===== src/rtl/otp_array_ctrl_if.sv =====
// rtl/otp_array_ctrl_if.sv - request/response bus between host and OTP array controller
interface otp_array_ctrl_if #(
  parameter int ROWS        = 2,
  parameter int ADDR_WIDTH  = 1,
  parameter int RETRY_WIDTH = 3
);
  logic                   req_valid;
  logic                   req_ready;
  logic [1:0]             req_mode;
  logic [ADDR_WIDTH-1:0]  req_col;
  logic [ROWS-1:0]        req_data;
  logic                   resp_valid;
  logic                   resp_err;
  logic [RETRY_WIDTH-1:0] resp_retries;

  modport master (
    output req_valid, req_mode, req_col, req_data,
    input  req_ready, resp_valid, resp_err, resp_retries
  );

  modport slave (
    input  req_valid, req_mode, req_col, req_data,
    output req_ready, resp_valid, resp_err, resp_retries
  );
endinterface


===== src/rtl/otp_array_ctrl.sv =====
// rtl/otp_array_ctrl.sv - OTP array controller: read/program sequencing, settle/pulse timing, bounded retry
// Optional program read-back verification enabled by defining OTP_VERIFY_READ_EN.
module otp_array_ctrl #(
  parameter int ROWS          = 2,
  parameter int COLS          = 2,
  parameter int ADDR_WIDTH    = (COLS > 1) ? $clog2(COLS) : 1,
  parameter int SETTLE_CYCLES = 4,
  parameter int PULSE_CYCLES  = 8,
  parameter int MAX_RETRY     = 3,
  parameter int RETRY_WIDTH   = $clog2(MAX_RETRY + 2)
) (
  input  logic                clk,
  input  logic                reset,
  otp_array_ctrl_if.slave     bus,
  input  logic [ROWS-1:0]     rd_bits,
  input  logic                writing_successful,
  output logic [2*COLS-1:0]   PL,
  output logic [COLS-1:0]     BL,
  output logic [ROWS-1:0]     WLN,
  output logic [ROWS-1:0]     WLP,
  output logic                PRG,
  output logic                read_active,
  output logic [ROWS-1:0]     data_out
);
  localparam int CNT_MAX = (SETTLE_CYCLES > PULSE_CYCLES) ? SETTLE_CYCLES : PULSE_CYCLES;
  localparam int CW      = $clog2(CNT_MAX + 1);
  localparam logic [CW-1:0] SETTLE_LD = CW'(SETTLE_CYCLES - 1);
  localparam logic [CW-1:0] PULSE_LD  = CW'(PULSE_CYCLES - 1);
  localparam logic [1:0] MODE_READ = 2'b00;
  localparam logic [1:0] MODE_PROG = 2'b01;
  localparam logic [1:0] MODE_NOP  = 2'b10;

  typedef enum logic [2:0] {
    IDLE, RD_SETUP, RD_SENSE, PRG_SETUP, PRG_PULSE, PRG_VERIFY, DONE
  } state_t;

  typedef struct packed {
    logic [2*COLS-1:0] pl;
    logic [COLS-1:0]   bl;
    logic [ROWS-1:0]   wln;
    logic [ROWS-1:0]   wlp;
    logic              prg;
    logic              ra;
  } drv_t;

  // Driver levels are a pure function of the state and latched column/mask.
  function automatic drv_t drive_of(state_t s, logic [ADDR_WIDTH-1:0] col, logic [ROWS-1:0] mask);
    drv_t d;
    d.pl  = '0;
    d.bl  = '0;
    d.wln = '1;
    d.wlp = '1;
    d.prg = 1'b0;
    d.ra  = 1'b0;
    case (s)
      RD_SETUP, RD_SENSE: begin
        for (int c = 0; c < COLS; c++)
          if (int'(col) == c) d.pl[2*c +: 2] = 2'b10;
        d.wln = '0;
        d.ra  = (s == RD_SENSE);
      end
      PRG_SETUP, PRG_PULSE, PRG_VERIFY: begin
        for (int c = 0; c < COLS; c++) begin
          d.pl[2*c +: 2] = (int'(col) == c) ? 2'b11 : 2'b01;
          d.bl[c]        = (int'(col) == c);
        end
        d.wln = ~mask;
        d.wlp = ~mask;
        d.prg = (s == PRG_PULSE);
      end
      default: ;
    endcase
    return d;
  endfunction

  state_t                 state, state_n;
  logic [CW-1:0]          cnt, cnt_n;
  logic [RETRY_WIDTH-1:0] retry_cnt, retry_n;
  logic [1:0]             mode_q, mode_n;
  logic [ADDR_WIDTH-1:0]  col_q, col_n;
  logic [ROWS-1:0]        mask_q, mask_n, data_n;
  logic                   err_q, err_n;
  logic                   fail_pulse;
  logic                   ready_q, resp_valid_q;
  drv_t                   drv;

  always_comb begin
    state_n    = state;
    cnt_n      = cnt;
    retry_n    = retry_cnt;
    mode_n     = mode_q;
    col_n      = col_q;
    mask_n     = mask_q;
    data_n     = data_out;
    err_n      = err_q;
    fail_pulse = 1'b0;
    case (state)
      IDLE: if (bus.req_valid) begin
        mode_n  = bus.req_mode;
        col_n   = bus.req_col;
        mask_n  = bus.req_data;
        retry_n = '0;
        err_n   = 1'b0;
        state_n = DONE;
        if (bus.req_mode == 2'b11 || int'(bus.req_col) >= COLS) begin
          err_n = 1'b1;
        end else if (bus.req_mode == MODE_READ) begin
          state_n = RD_SETUP;
        end else if (bus.req_mode == MODE_PROG && bus.req_data != '0) begin
          state_n = PRG_SETUP;
          cnt_n   = SETTLE_LD;
        end
      end
      RD_SETUP: begin
        state_n = RD_SENSE;
        cnt_n   = SETTLE_LD;
      end
      RD_SENSE: if (cnt != '0) begin
        cnt_n = cnt - 1'b1;
      end else begin
        state_n = DONE;
`ifdef OTP_VERIFY_READ_EN
        data_n = rd_bits;
        if (mode_q == MODE_PROG && (rd_bits & mask_q) != mask_q) fail_pulse = 1'b1;
`else
        if (mode_q == MODE_READ) data_n = rd_bits;
`endif
      end
      PRG_SETUP: if (cnt != '0) begin
        cnt_n = cnt - 1'b1;
      end else begin
        state_n = PRG_PULSE;
        cnt_n   = PULSE_LD;
      end
      PRG_PULSE: if (cnt != '0) cnt_n = cnt - 1'b1;
                 else state_n = PRG_VERIFY;
      PRG_VERIFY:
`ifdef OTP_VERIFY_READ_EN
        if (writing_successful) state_n = RD_SETUP;
`else
        if (writing_successful) state_n = DONE;
`endif
        else fail_pulse = 1'b1;
      DONE: state_n = IDLE;
      default: state_n = IDLE;
    endcase
    // A failed pulse (analog flag or read-back mismatch) retries until the budget is spent.
    if (fail_pulse) begin
      if (int'(retry_cnt) < MAX_RETRY) begin
        retry_n = retry_cnt + 1'b1;
        state_n = PRG_PULSE;
        cnt_n   = PULSE_LD;
      end else begin
        state_n = DONE;
        err_n   = 1'b1;
      end
    end
  end

  always_ff @(posedge clk) begin
    if (reset) begin
      state        <= IDLE;
      cnt          <= '0;
      retry_cnt    <= '0;
      mode_q       <= MODE_NOP;
      col_q        <= '0;
      mask_q       <= '0;
      data_out     <= '0;
      err_q        <= 1'b0;
      ready_q      <= 1'b1;
      resp_valid_q <= 1'b0;
      drv          <= drive_of(IDLE, '0, '0);
    end else begin
      state        <= state_n;
      cnt          <= cnt_n;
      retry_cnt    <= retry_n;
      mode_q       <= mode_n;
      col_q        <= col_n;
      mask_q       <= mask_n;
      data_out     <= data_n;
      err_q        <= err_n;
      ready_q      <= (state_n == IDLE);
      resp_valid_q <= (state_n == DONE);
      drv          <= drive_of(state_n, col_n, mask_n);
    end
  end

  assign bus.req_ready    = ready_q;
  assign bus.resp_valid   = resp_valid_q;
  assign bus.resp_err     = err_q;
  assign bus.resp_retries = retry_cnt;
  assign PL               = drv.pl;
  assign BL               = drv.bl;
  assign WLN              = drv.wln;
  assign WLP              = drv.wlp;
  assign PRG              = drv.prg;
  assign read_active      = drv.ra;
endmodule

===== src/flat_wrapper.sv =====
// flat-port wrapper written by rule: the top's interface ports become plain ports
module otp_array_ctrl_flat 
#(
  parameter int ROWS          = 2,
  parameter int COLS          = 2,
  parameter int ADDR_WIDTH    = (COLS > 1) ? $clog2(COLS) : 1,
  parameter int SETTLE_CYCLES = 4,
  parameter int PULSE_CYCLES  = 8,
  parameter int MAX_RETRY     = 3,
  parameter int RETRY_WIDTH   = $clog2(MAX_RETRY + 2)
)
  (clk, reset, rd_bits, writing_successful, PL, BL, WLN, WLP, PRG, read_active, data_out, bus_req_valid, bus_req_mode, bus_req_col, bus_req_data, bus_req_ready, bus_resp_valid, bus_resp_err, bus_resp_retries);
  otp_array_ctrl_if #(.ROWS(ROWS), .ADDR_WIDTH(ADDR_WIDTH), .RETRY_WIDTH(RETRY_WIDTH)) bus_i ();
  input  logic clk;
  input  logic reset;
  input  logic [ROWS-1:0] rd_bits;
  input  logic writing_successful;
  output logic [2*COLS-1:0] PL;
  output logic [COLS-1:0] BL;
  output logic [ROWS-1:0] WLN;
  output logic [ROWS-1:0] WLP;
  output logic PRG;
  output logic read_active;
  output logic [ROWS-1:0] data_out;
  input wire logic [$bits(bus_i.req_valid)-1:0] bus_req_valid;
  input wire logic [$bits(bus_i.req_mode)-1:0] bus_req_mode;
  input wire logic [$bits(bus_i.req_col)-1:0] bus_req_col;
  input wire logic [$bits(bus_i.req_data)-1:0] bus_req_data;
  output wire logic [$bits(bus_i.req_ready)-1:0] bus_req_ready;
  output wire logic [$bits(bus_i.resp_valid)-1:0] bus_resp_valid;
  output wire logic [$bits(bus_i.resp_err)-1:0] bus_resp_err;
  output wire logic [$bits(bus_i.resp_retries)-1:0] bus_resp_retries;
  assign bus_i.req_valid = bus_req_valid;
  assign bus_i.req_mode = bus_req_mode;
  assign bus_i.req_col = bus_req_col;
  assign bus_i.req_data = bus_req_data;
  assign bus_req_ready = bus_i.req_ready;
  assign bus_resp_valid = bus_i.resp_valid;
  assign bus_resp_err = bus_i.resp_err;
  assign bus_resp_retries = bus_i.resp_retries;
  otp_array_ctrl #(.ROWS(ROWS), .COLS(COLS), .ADDR_WIDTH(ADDR_WIDTH), .SETTLE_CYCLES(SETTLE_CYCLES), .PULSE_CYCLES(PULSE_CYCLES), .MAX_RETRY(MAX_RETRY), .RETRY_WIDTH(RETRY_WIDTH)) u_core (.clk(clk), .reset(reset), .bus(bus_i), .rd_bits(rd_bits), .writing_successful(writing_successful), .PL(PL), .BL(BL), .WLN(WLN), .WLP(WLP), .PRG(PRG), .read_active(read_active), .data_out(data_out));
endmodule

===== config.mk =====
export PLATFORM = sky130hd
export DESIGN_NAME = otp_array_ctrl_flat
export DESIGN_NICKNAME = d
export VERILOG_FILES = /design/src/rtl/otp_array_ctrl_if.sv /design/src/rtl/otp_array_ctrl.sv /design/src/flat_wrapper.sv
export SDC_FILE = /design/constraint.sdc
export NUM_CORES = 1
export LEC_CHECK = 0
export BUFFER_PORTS_ARGS = -buffer_cell sky130_fd_sc_hd__buf_2
export CORE_ASPECT_RATIO = 1.2
export CORE_MARGIN = 5
export CORE_UTILIZATION = 50
export CTS_BUF_LIST = sky130_fd_sc_hd__clkbuf_8
export DETAILED_ROUTE_END_ITERATION = 16
export PLACE_DENSITY = 0.82
export SLEW_MARGIN = 20
export SYNTH_ARGS = -nofsm -noshare
export SYNTH_HDL_FRONTEND = slang
export SYNTH_SLANG_ARGS = --single-unit
export TNS_END_PERCENT = 50

===== constraint.sdc =====
create_clock -name clk -period 4.7 [get_ports clk]
set_input_delay 0.47 -clock clk [delete_from_list [all_inputs] [get_ports clk]]
set_output_delay 0.47 -clock clk [all_outputs]
set_load 0.01 [all_outputs]

======== Word-level counts from Yosys, hierarchy flattened ========
Cells that the tools add are included.
word-level totals
  bits in registers ....................... 32
  bits of input ports ..................... 11
  output and inout port bits .............. 20
  logic and storage cells ................. 92
operators by class
  add/sub/neg operators ................... 2
  $lt $le $gt $ge ......................... 1
  equal/unequal tests ..................... 13
  muxes and demuxes ....................... 41
  bitwise operators ....................... 5
  reductions and logical operators ........ 14
operators with widths
  kind                   count
  $mux W3                13
  $mux W4                8
  $pmux W3 S6            1
  $pmux W4 S4            1
  $eq A3 B3 Y1 const B   5
  $mux W2                7
  $eq A3 B2 Y1 const B   4
  $mux W1                9
  $pmux W4 S2            1
  $reduce_or A2 Y1       4
  $eq A3 B1 Y1 const B   2
  $logic_not A3 Y1       2
  $logic_not A2 Y1       2
  $not A1 Y1             4
  $pmux W2 S2            1
  $reduce_bool A4 Y1     1
  $sub A4 B1 Y4 const B  1
  $add A3 B1 Y3 const B  1
  $lt A3 B2 Y1 const B   1
  $reduce_and A3 Y1      1
  $reduce_or A3 Y1       1
  $eq A2 B1 Y1 const B   1
  $eq A2 B2 Y1 const B   1
  $not A2 Y2             1
  3 further kinds        3

======== Logic depth before layout (Yosys ltp) ========
Gate-level depths: netlist of the first run.
  depth in word-level cells ............... 12
  mapped depth ............................ 9

======== Least setup slack after synthesis of the first run ========
No wires, ideal clock.
  path type ............................... register to register
  start ................................... register u_core.cnt[0]
  end ..................................... register u_core.drv, in the netlist u_core.WLP[1]
  library setup time ...................... 0.127 ns
  arrival ................................. 1.882 ns
  required time ........................... 4.573 ns
  path slack .............................. 2.691 ns
  stages on the path, launching flop included .. 8
  buffers on the path ..................... 0
  period minus slack after synthesis ...... 2.009 ns
  cells stage by stage .................... dfxtp_1 inv_1 ha_1 or4b_4 o32ai_4 a21o_4 o22ai_4 or3_1
between the ends
  word-level cells in the longest chain between the ends .. 8
  elaborated cells between the ends (all ways) .. 12
  those cells by class .................... eq/ne: 3; mux: 5; bitwise: 1; reduce/logical: 3
ends and longest elaborated chain
  element                                       line                                                                 source
  start, declared                               otp_array_ctrl.sv:77                                                 logic [CW-1:0] cnt, cnt_n;
  start signal, assigned                        otp_array_ctrl.sv:175                                                cnt <= cnt_n;
  $reduce_bool A4 Y1 (*)                        otp_array_ctrl.sv:118, otp_array_ctrl.sv:129, otp_array_ctrl.sv:135
  $mux W3, on equally long branches             otp_array_ctrl.sv:135, otp_array_ctrl.sv:118, otp_array_ctrl.sv:129
  $pmux W3 S6 (*)                               otp_array_ctrl.sv:97                                                 case (state)
  $mux W3 (*)                                   otp_array_ctrl.sv:148                                                if (fail_pulse) begin
  $eq A3 B2 Y1 or $eq A3 B3 Y1 (tied branches)  otp_array_ctrl.sv:55                                                 case (s)
  $reduce_or A3 Y1 (*)                          otp_array_ctrl.sv:55
  $not A1 Y1 (no source line) (*)               --
  $reduce_or A2 Y1 (no source line) (*)         --
  end signal, assigned                          otp_array_ctrl.sv:172                                                drv <= drive_of(IDLE, '0, '0);
  end signal, assigned                          otp_array_ctrl.sv:184                                                drv <= drive_of(state_n, col_n, mask_n);
  end, declared                                 otp_array_ctrl.sv:85                                                 drv_t drv;
Mark *: on every way between the ends. The rest lies on a longest branch, timed or not.
A chain may end at the register's enable or synchronous reset.

======== Worst setup path in the final report of the first run ========
  start ................................... register u_core.state[1]
  end ..................................... register u_core.drv, in the netlist u_core.WLP[1]
between the ends
  word-level cells in the longest chain between the ends .. 7
  elaborated cells between the ends (all ways) .. 22
  those cells by class .................... eq/ne: 8; mux: 9; bitwise: 2; reduce/logical: 3
ends and longest elaborated chain
  element                                       line                   source
  start, declared                               otp_array_ctrl.sv:76   state_t state, state_n;
  start signal, assigned                        otp_array_ctrl.sv:174  state <= state_n;
  $eq A3 B3 Y1 (tied with other cells)          otp_array_ctrl.sv:97
  $pmux W3 S6 or $mux W1 (tied branches)        otp_array_ctrl.sv:97
  $mux W3                                       otp_array_ctrl.sv:148
  $eq A3 B2 Y1 or $eq A3 B3 Y1 (tied branches)  otp_array_ctrl.sv:55
  $reduce_or A3 Y1                              otp_array_ctrl.sv:55
  $not A1 Y1 (no source line)                   --
  $reduce_or A2 Y1 (no source line)             --
Several ways; a longest one is shown, not always the timed one.

==> results of run 1 <==
==> tightest hold or removal path, cell delays in order <==
cell,delay [ps]
buf_2,70
mux2i_1,50
nor2_1,70
==> synth_stat cells, drive strengths merged (2+ instances only) <==
master / n / area (µm²)
a2111oi: 2 / 17.5
a211oi: 2 / 20.0
a21o: 3 / 30.0
a21oi: 16 / 80.1
a22oi: 3 / 22.5
and2: 3 / 18.8
buf: 5 / 45.0
clkbuf: 6 / 37.5
dfxtp: 31 / 621
ha: 3 / 37.5
inv: 7 / 26.3
mux2i: 6 / 60.1
nand2: 15 / 56.3
nand2b: 2 / 12.5
nand3: 4 / 20.0
nand3b: 2 / 15.0
nor2: 19 / 71.3
nor2b: 3 / 18.8
nor3: 3 / 15.0
nor3b: 3 / 33.8
nor4: 2 / 12.5
nor4b: 2 / 32.5
o21ai: 7 / 35.0
o22ai: 2 / 26.3
o31ai: 3 / 36.3
or2b: 2 / 17.5
or3: 3 / 18.8
or4b: 3 / 37.5
==> final timing paths <==
kind / slack (ps) / from / endpoint / cells past startpoint
worst max-delay path: 2270 / u_core.state[1] / u_core.WLP[1] / 5
worst min-delay path: 420 / rd_bits[1] / u_core.data_out[1] / 3
worst max register to register: 2270 / u_core.state[1] / u_core.WLP[1] / 5
worst min register to register: 460 / u_core.mode_q[0] / u_core.mode_q[0] / 2
==> logic make-up after synthesis <==
kind of cell | after synthesis | synth area share, %
and+or+nand+nor | 70 | 25.6
AOI/OAI and AO/OA | 47 | 22.6
DFF | 31 | 38.4
buffers and inverters | 18 | 6.74
muxes | 6 | 3.72
adders and majority gates | 3 | 2.32
xor gates and xnor gates | 1 | 0.542
==> layout make-up <==
cell class / count / area share (%)
repair buffers: 30 / 8.20
clock buffers: 7 / 5.26
clock inverters: 1 / 0.410
inverters: 7 / 1.43
well taps: 36 / 2.46
multi-input cells: 127 / 48.4
flip-flops and latches: 31 / 33.9
==> registers in the layout, summed over array words and instances, names as in the netlist, 2 cells and up <==
| signal | flops |
|---|---|
| u_core.cnt | 4 |
| u_core.PL | 3 |
| u_core.bus.resp_retries | 3 |
| u_core.state | 3 |
| u_core.BL | 2 |
| u_core.WLN | 2 |
| u_core.WLP | 2 |
| u_core.data_out | 2 |
| u_core.mask_q | 2 |
| u_core.mode_q | 2 |
==> routing by layer <==
layer	vias up	global-route usage (%)	routed length, µm	share of wire (%)
li1	691	-	-	-
met1	635	21.3	1460	42
met2	46	26.4	1800	51
met3	5	5.16	204	5.8
met4	0	7.78	46	1.3
met5	-	0	0	0
==> placed cells by master, fill, tap and decap left out, types with 4 or more instances in the layout <==
master    count
buf_2        30
a21oi_1      16
inv_1         7
clkbuf_8      7
dfxtp_1      31
mux2i_1       6
nand3_1       4
nand2_1      15
o21ai_0       6
nor2_1       19
==> power by group through the flow <==
stage | sequential, mW | clock, mW | combinational, mW
6_report | 0.399 | 0.229 | 0.535
5_1_grt | 0.409 | 0.246 | 0.587
4_1_cts | 0.397 | 0.234 | 0.537
3_5_place_dp | 0.402 | 0 | 0.532
3_3_place_gp | 0.402 | 0 | 0.524
2_1_floorplan | 0.384 | 0 | 0.451
==> impl_metrics.yaml, run 1 <==
cts:
  cts-resized-gates: 0
  clockBufferDepth: 2
  cts_tree: "built"
  clk_pin_slew_ps: 60
  cts_buffers: 5
  postCtsHoldBufs: 0
  clk_latency_ps: 280
  clock-sinks: 31
  htreeDepth: 2
  root_buffer: "clkbuf_8"
  postCtsSetupRepairBufs: 0
cells_and_area:
  fin_area_mm2: 0.00183
  seq_area_um2: 621
  multiInputGateArea_um2: 886
  num_antenna_cells: 0
  num-nets-final: 216
  fin_util_pct: 59.4
  fillers: 269
  areaGrowthSynthToFinish_pct: 13.4
  drive_gt1_share_pct: 24.6
  finalNonFillerCells: 239
worst_setup_path:
  critical_path.startpoint_type: "flop"
  critPathKind: "flop to flop"
  cp_slowest_cell: "dfxtp_1"
  worst_ep_required_time_ps: 4870
  cp-end-kind: "flop"
  cp_data_arrival_time_ps: 2590
  crit_family: "simple AND/OR/NAND/NOR gates"
  critical_path.max_stage_delay_ps: 830
  worst-path-max-fanout: 22
  path_cells: "or4b_1, o22ai_1, nor2_1, o22ai_4, or3_1"
  cp.buffers_inverters: 0
timing:
  period_share_pct: 51.7
  finalSetupViolations: 0
  skew_ps: 5.58
  tns_ps: 0
  hold_violations: 0
  relSlewSlack_pct: 47.7
  fmax_mhz: 412
  worst_pin_slew_ps: 784
  rsz0062_at_grt: "false"
  slew_viol_final: 0
  fin_ws_ps: 2270
  layout_min_cycle_time_ps: 2430
  hold_ws_ps: 422
place:
  gp_congestion: 0.899
  place_area_mm2: 0.00173
  dp_hpwl_um: 2600
  dp.cells: 231
  io_buffers: 30
  dpl_worst_slack_ps: 2300
min_path:
  min_path_type: "input pin to flop"
drt:
  drc: 0
  ant_nets: 0
  wire_per_inst_um: 14.7
  via_per_inst: 5.76
  drtPass1Iterations: 4
  drt-total-wl_um: 3510
  drt_iter0_markers: 52
  vias: 1377
power_and_ir_drop:
  p_leak_nw: 0.783
  p_seq_share_pct: 34.3
  swShare_pct: 39.7
  power_density_mw_per_mm2: 635
  ir_worst_vdd_mv: 0.414
  internal_power_mw: 0.702
  p_sw_mw: 0.461
  p_clk_share_pct: 19.7
  finalPower_mw: 1.16
  pwr-share-comb_pct: 46.0
die:
  die_y_um: 72.3
  die_w_um: 61.9
  start_util_pct: 52.4
  num_rows: 22
  coreArea_mm2: 0.00308
  dieArea_mm2: 0.00447
  ios: 31
synth:
  avgSynthCellArea_um2: 9.18
  ys.warnings.count: 0
  synth-edff-count: 0
  seq_area_frac_synth_pct: 38.4
  synth_fp_nets: 190
  synth_seq_cells: 31
  synth_area_mm2: 0.00162
  synth_cells: 176
  synth-main-ff-cell: "dfxtp_1"
  async_flop_share_pct: 0
  synth_cell_type_count: 55
job:
  cap_violations: 0
global_routing:
  grt_pass1_wl_um: 5740
  grt_pass1_vias: 1266
  grt_usage_pct: 17.0
  grt_max_degree: 28
  antenna_found_initial: 0
  overflow: 0
run_status:
  status: "finished clean"
Note: power is estimated with default switching activity, not from simulation.
==> run 2: changes to the inputs <==
Settings changed: PLACE_DENSITY 0.82 to 0.85.
Clock period 4.7 ns to 2.2 ns, I/O delays scaled along.
==> run 2 against run 1 <==
Compared with the run above:
- non-clock buffer count increased by 10
- cell area rose by 4.8%
- first-iteration DRC count increased by 31%
- sequential share of layout area fell by 1.5 points
- setup slack got worse by 2200 ps
- wire length increased by 11%
- core utilization up 2.8 points
- global-route usage rose by 1.9 points
- worst hold slack got worse by 240 ps
- maximum frequency grew 13%
- via count is 5.8% higher
- sequential power is 98% higher
- critical endpoint is now u_core.WLN[1]
- largest cell class unchanged
- largest power group unchanged
==> impl_metrics.yaml, run 2 (same netlist as run 1, synthesis figures left out) <==
run_status:
  status: "finished clean"
cells_and_area:
  areaGrowthSynthToFinish_pct: 18.8
  largest-register: "u_core.cnt"
  num_antenna_cells: 0
  mostFrequentLayoutCells: "dfxtp_1 (31), buf_2 (30), nor2_1 (19)"
  final_common_cell: "dfxtp_1"
  drive_gt1_share_pct: 28.6
  num-nets-final: 226
  largest_register_ffs: 4
  fillers: 256
die:
  dieArea_mm2: 0.00447
  coreArea_mm2: 0.00308
  ios: 31
  num_rows: 22
  die_w_um: 61.9
  start_util_pct: 52.4
  die_y_um: 72.3
timing:
  finalSetupViolations: 0
  hold_ws_ps: 184
  worst_pin_slew_ps: 505
  layout_min_cycle_time_ps: 2150
  rsz0062_at_grt: "false"
  period_share_pct: 97.5
  skew_ps: 6.54
  fmax_mhz: 466
  relSlewSlack_pct: 66.3
  tns_ps: 0
  slew_viol_final: 0
  hold_violations: 0
cts:
  postCtsHoldBufs: 0
  postCtsSetupRepairBufs: 0
  clk_latency_ps: 270
  cts_buffers: 5
  clock-sinks: 31
  clockBufferDepth: 2
  clk_pin_slew_ps: 70
  htreeDepth: 2
  root_buffer: "clkbuf_8"
  cts_tree: "built"
drt:
  via_per_inst: 5.85
  drt-total-wl_um: 3910
  drc: 0
  drtPass1Iterations: 4
  vias: 1457
  wire_per_inst_um: 15.7
  drt_iter0_markers: 68
  ant_nets: 0
worst_setup_path:
  critical_path.startpoint_type: "flop"
  cp-end-kind: "flop"
  crit-reg2reg-launch: "u_core.cnt[0]"
  path_cells: "inv_1, ha_4, or4b_4, o32ai_4, a21oi_1, xnor2_1, o32a_1"
  path_depth: 7
  cp_data_arrival_time_ps: 2310
  critPathKind: "flop to flop"
  rr_worst_depth: 7
  worstSetupStartpoint: "u_core.cnt[0]"
  worst_ep_required_time_ps: 2360
  cp_slowest_cell: "or4b_4"
  cp.buffers_inverters: 1
  crit_family: "compound AO/OA/AOI/OAI gates"
  critical_path.max_stage_delay_ps: 500
  worst-path-max-fanout: 7
place:
  io_buffers: 30
  gp_congestion: 0.910
  dp_hpwl_um: 2840
min_path:
  min-delay-start: "rd_bits[0]"
  holdPathStages: 3
  min_path_type: "input pin to flop"
global_routing:
  antenna_found_initial: 0
  grt_pass1_vias: 1395
  grt_max_degree: 28
  overflow: 0
  grt_usage_pct: 18.9
  grt_pass1_wl_um: 6490
power_and_ir_drop:
  ir_worst_vdd_mv: 0.863
  power_density_mw_per_mm2: 1400
  p_leak_nw: 0.835
job:
  cap_violations: 0
-- run 2: worst paths after layout --
kind                              to  slack (ps)
hold reg to reg     u_core.mode_q[0]         470
setup / recovery       u_core.WLN[1]          50
setup reg to reg       u_core.WLN[1]          50
hold / removal    u_core.data_out[0]         180
-- run 2: metal layers --
layer / track usage [%] / vias to the layer above / routed length, µm
met1: 23.6 / 690 / 1580
met5: 0 / - / 0
li1: - / 706 / -
met3: 3.91 / 6 / 194
met2: 31.9 / 55 / 2070
met4: 5.90 / 0 / 55
-- run 2: cell type report --
type	instances	area, µm²	area share, %
clock buffers	7	96.3	5.02
clock inverters	1	7.51	0.391
inverters	7	26.3	1.37
multi-input cells	127	898	46.8
flip-flops and latches	31	621	32.3
well taps	36	45.0	2.35
repair buffers	40	225	11.7
-- run 2: repair_timing --
action / in CTS / in global routing
gates resized for setup: 0 / 3
hold endpoints to repair: 0 / 0
setup endpoints to repair: 0 / 9
-- run 2: where the power goes --
group | internal, mW | total [mW] | switching, mW
sequential | 0.701 | 0.789 | 0.0876
clock | 0.284 | 0.493 | 0.209
combinational | 0.644 | 1.41 | 0.767
total | 1.63 | 2.69 | 1.06
-- run 2: stage by stage --
step | utilization [%] | worst slack, ps | power [mW] | area [µm²] | cells
floorplan | - | 191 | 1.78 | 1620 | 176
global placement | 58.5 | 101 | 2.11 | 1800 | 241
detailed placement | 58.5 | 35.0 | 2.14 | 1800 | 241
CTS | 61.9 | 14.9 | 2.66 | 1910 | 249
global route | 62.3 | 0.140 | 2.86 | 1920 | 249
finish | 62.3 | 54.4 | 2.69 | 1920 | 249
-- run 2: tightest hold or removal path, stage by stage --
cell     delay, ps
buf_2           80
mux2i_1         50
nor2_1          70
==> run 3: changes to the inputs <==
--- a/config.mk
+++ b/config.mk
@@ -13,3 +13,3 @@
 export DETAILED_ROUTE_END_ITERATION = 16
-export PLACE_DENSITY = 0.85
+export PLACE_DENSITY = 0.82
 export SLEW_MARGIN = 20
==> constraint.sdc (replaced) <==
create_clock -name clk -period 2.01 [get_ports clk]
set_input_delay 0.201 -clock clk [delete_from_list [all_inputs] [get_ports clk]]
set_output_delay 0.201 -clock clk [all_outputs]
set_load 0.05 [all_outputs]
==> run 3 against run 2 <==
Compared with the run above:
- sequential share of layout area decreased by 2.6 points
- register-to-register slack lost 40 ps
- critical endpoint unchanged
- core utilization increased by 6.1 points
- global-route usage rose by 3.3 points
- power is 36% higher
==> impl_metrics.yaml, run 3 (same netlist as run 1, synthesis figures left out) <==
run_status:
  status: "finished clean"
die:
  start_util_pct: 52.4
  coreArea_mm2: 0.00308
  dieArea_mm2: 0.00447
  die_w_um: 61.9
  die_y_um: 72.3
  num_rows: 22
  ios: 31
global_routing:
  grt_usage_pct: 22.2
  antenna_found_initial: 0
  grt_pass1_wl_um: 7250
  grt_max_degree: 28
  grt_pass1_vias: 1527
  overflow: 0
cts:
  clk_pin_slew_ps: 70
  htreeDepth: 2
  clock-sinks: 31
  cts_tree: "built"
  clockBufferDepth: 2
  cts_buffers: 5
  postCtsHoldBufs: 0
  clk_latency_ps: 290
  root_buffer: "clkbuf_8"
timing:
  layout_min_cycle_time_ps: 2000
  hold_violations: 0
  period_share_pct: 99.3
  hold_ws_ps: 148
  worst_pin_slew_ps: 526
  fmax_mhz: 501
  slew_viol_final: 0
  skew_ps: 6.24
  tns_ps: 0
  finalSetupViolations: 0
  relSlewSlack_pct: 64.9
  rsz0062_at_grt: "true"
worst_setup_path:
  cp_data_arrival_time_ps: 2170
  r2r_setup_slack_ps: 10
  worst-path-max-fanout: 3
  worst_ep_required_time_ps: 2190
  cp-end-kind: "flop"
  critical_path.startpoint_type: "flop"
  critPathKind: "flop to flop"
power_and_ir_drop:
  p_leak_nw: 0.911
  ir_worst_vdd_mv: 1.13
  p_seq_share_pct: 23.8
  p_clk_share_pct: 15.0
  pwr-share-comb_pct: 61.2
  p_sw_mw: 1.62
  swShare_pct: 44.0
  internal_power_mw: 2.06
  power_density_mw_per_mm2: 1740
cells_and_area:
  mostFrequentLayoutCells: "buf_2 (30), dfxtp_1 (27), buf_4 (21)"
  num_antenna_cells: 0
  largest-register: "u_core.cnt"
  fin_util_pct: 68.3
  areaGrowthSynthToFinish_pct: 30.4
  drive_gt1_share_pct: 39.8
  largest_register_ffs: 4
  num-nets-final: 239
  fillers: 219
  seq_area_um2: 626
  final_common_cell: "buf_2"
  finalNonFillerCells: 262
  multiInputGateArea_um2: 967
place:
  gp_congestion: 0.891
  dp_hpwl_um: 2940
  dp.cells: 249
  io_buffers: 30
drt:
  wire_per_inst_um: 17.1
  via_per_inst: 5.76
  drt_iter0_markers: 58
  drtPass1Iterations: 5
  drc: 0
  ant_nets: 0
  drt-total-wl_um: 4470
  vias: 1508
min_path:
  min_path_type: "input pin to flop"
job:
  cap_violations: 0
-- run 3: cell count changes in the layout (fill, tap and decap cells not counted), moves of 2 or more --
cell	previous run	this run
inv_2	0	2
a21oi_2	0	2
buf_4	10	21
inv_1	7	5
dfxtp_1	31	27
dfxtp_2	0	4
a21oi_1	16	14
-- run 3: timing repair --
item                       4_1_cts  5_1_grt
pin swaps                        5        3
gates resized for setup         11       10
setup endpoints to repair        5       11
setup buffers                    3        2
-- run 3: worst max-delay path: stages (launching register included) --
cell and delay (ps):
dfxtp_2 330, inv_2 60, ha_4 130, or4b_4 500, o32ai_4 280, a21oi_2 100
xnor2_1 180, o32a_1 300
-- run 3: power by group through the flow --
| stage | clock (mW) | combinational, mW | sequential [mW] |
|---|---|---|---|
| 6_report | 0.551 | 2.25 | 0.876 |
| 3_3_place_gp | 0 | 1.82 | 0.864 |
| 4_1_cts | 0.558 | 1.98 | 0.868 |
| 3_5_place_dp | 0 | 1.85 | 0.870 |
| 2_1_floorplan | 0 | 1.08 | 1.15 |
| 5_1_grt | 0.580 | 2.40 | 0.897 |
-- run 3: worst paths after layout --
kind,cells after the start,endpoint,from
setup / recovery,7,u_core.WLN[1],u_core.cnt[1]
hold / removal,3,u_core.data_out[0],rd_bits[0]
setup reg to reg,7,u_core.WLN[1],u_core.cnt[1]
hold reg to reg,2,u_core.mode_q[1],u_core.mode_q[1]
-- run 3: final cells by class --
class	instances	area share, %
clock buffers	7	4.57
clock inverters	1	0.356
inverters	7	1.25
multi-input cells	127	45.9
flip-flops and latches	31	29.7
well taps	36	2.14
repair buffers	53	16.1
-- run 3: through the flow --
stage,worst slack [ps],power (mW),cell area (µm²)
floorplan,1.44,2.23,1620
global placement,17.4,2.69,1860
detailed placement,-47.0,2.73,1860
CTS,-9.40,3.40,2030
global route,-60.3,3.87,2110
finish,14.6,3.67,2110
-- run 3: layer usage --
metal / vias up / global-route usage, % / share of wire [%]
met4: 0 / 12.7 / 4.1
met5: - / 0 / 0
met2: 66 / 36.8 / 50
met3: 21 / 5.69 / 5.4
li1: 729 / - / -
met1: 692 / 24.8 / 40
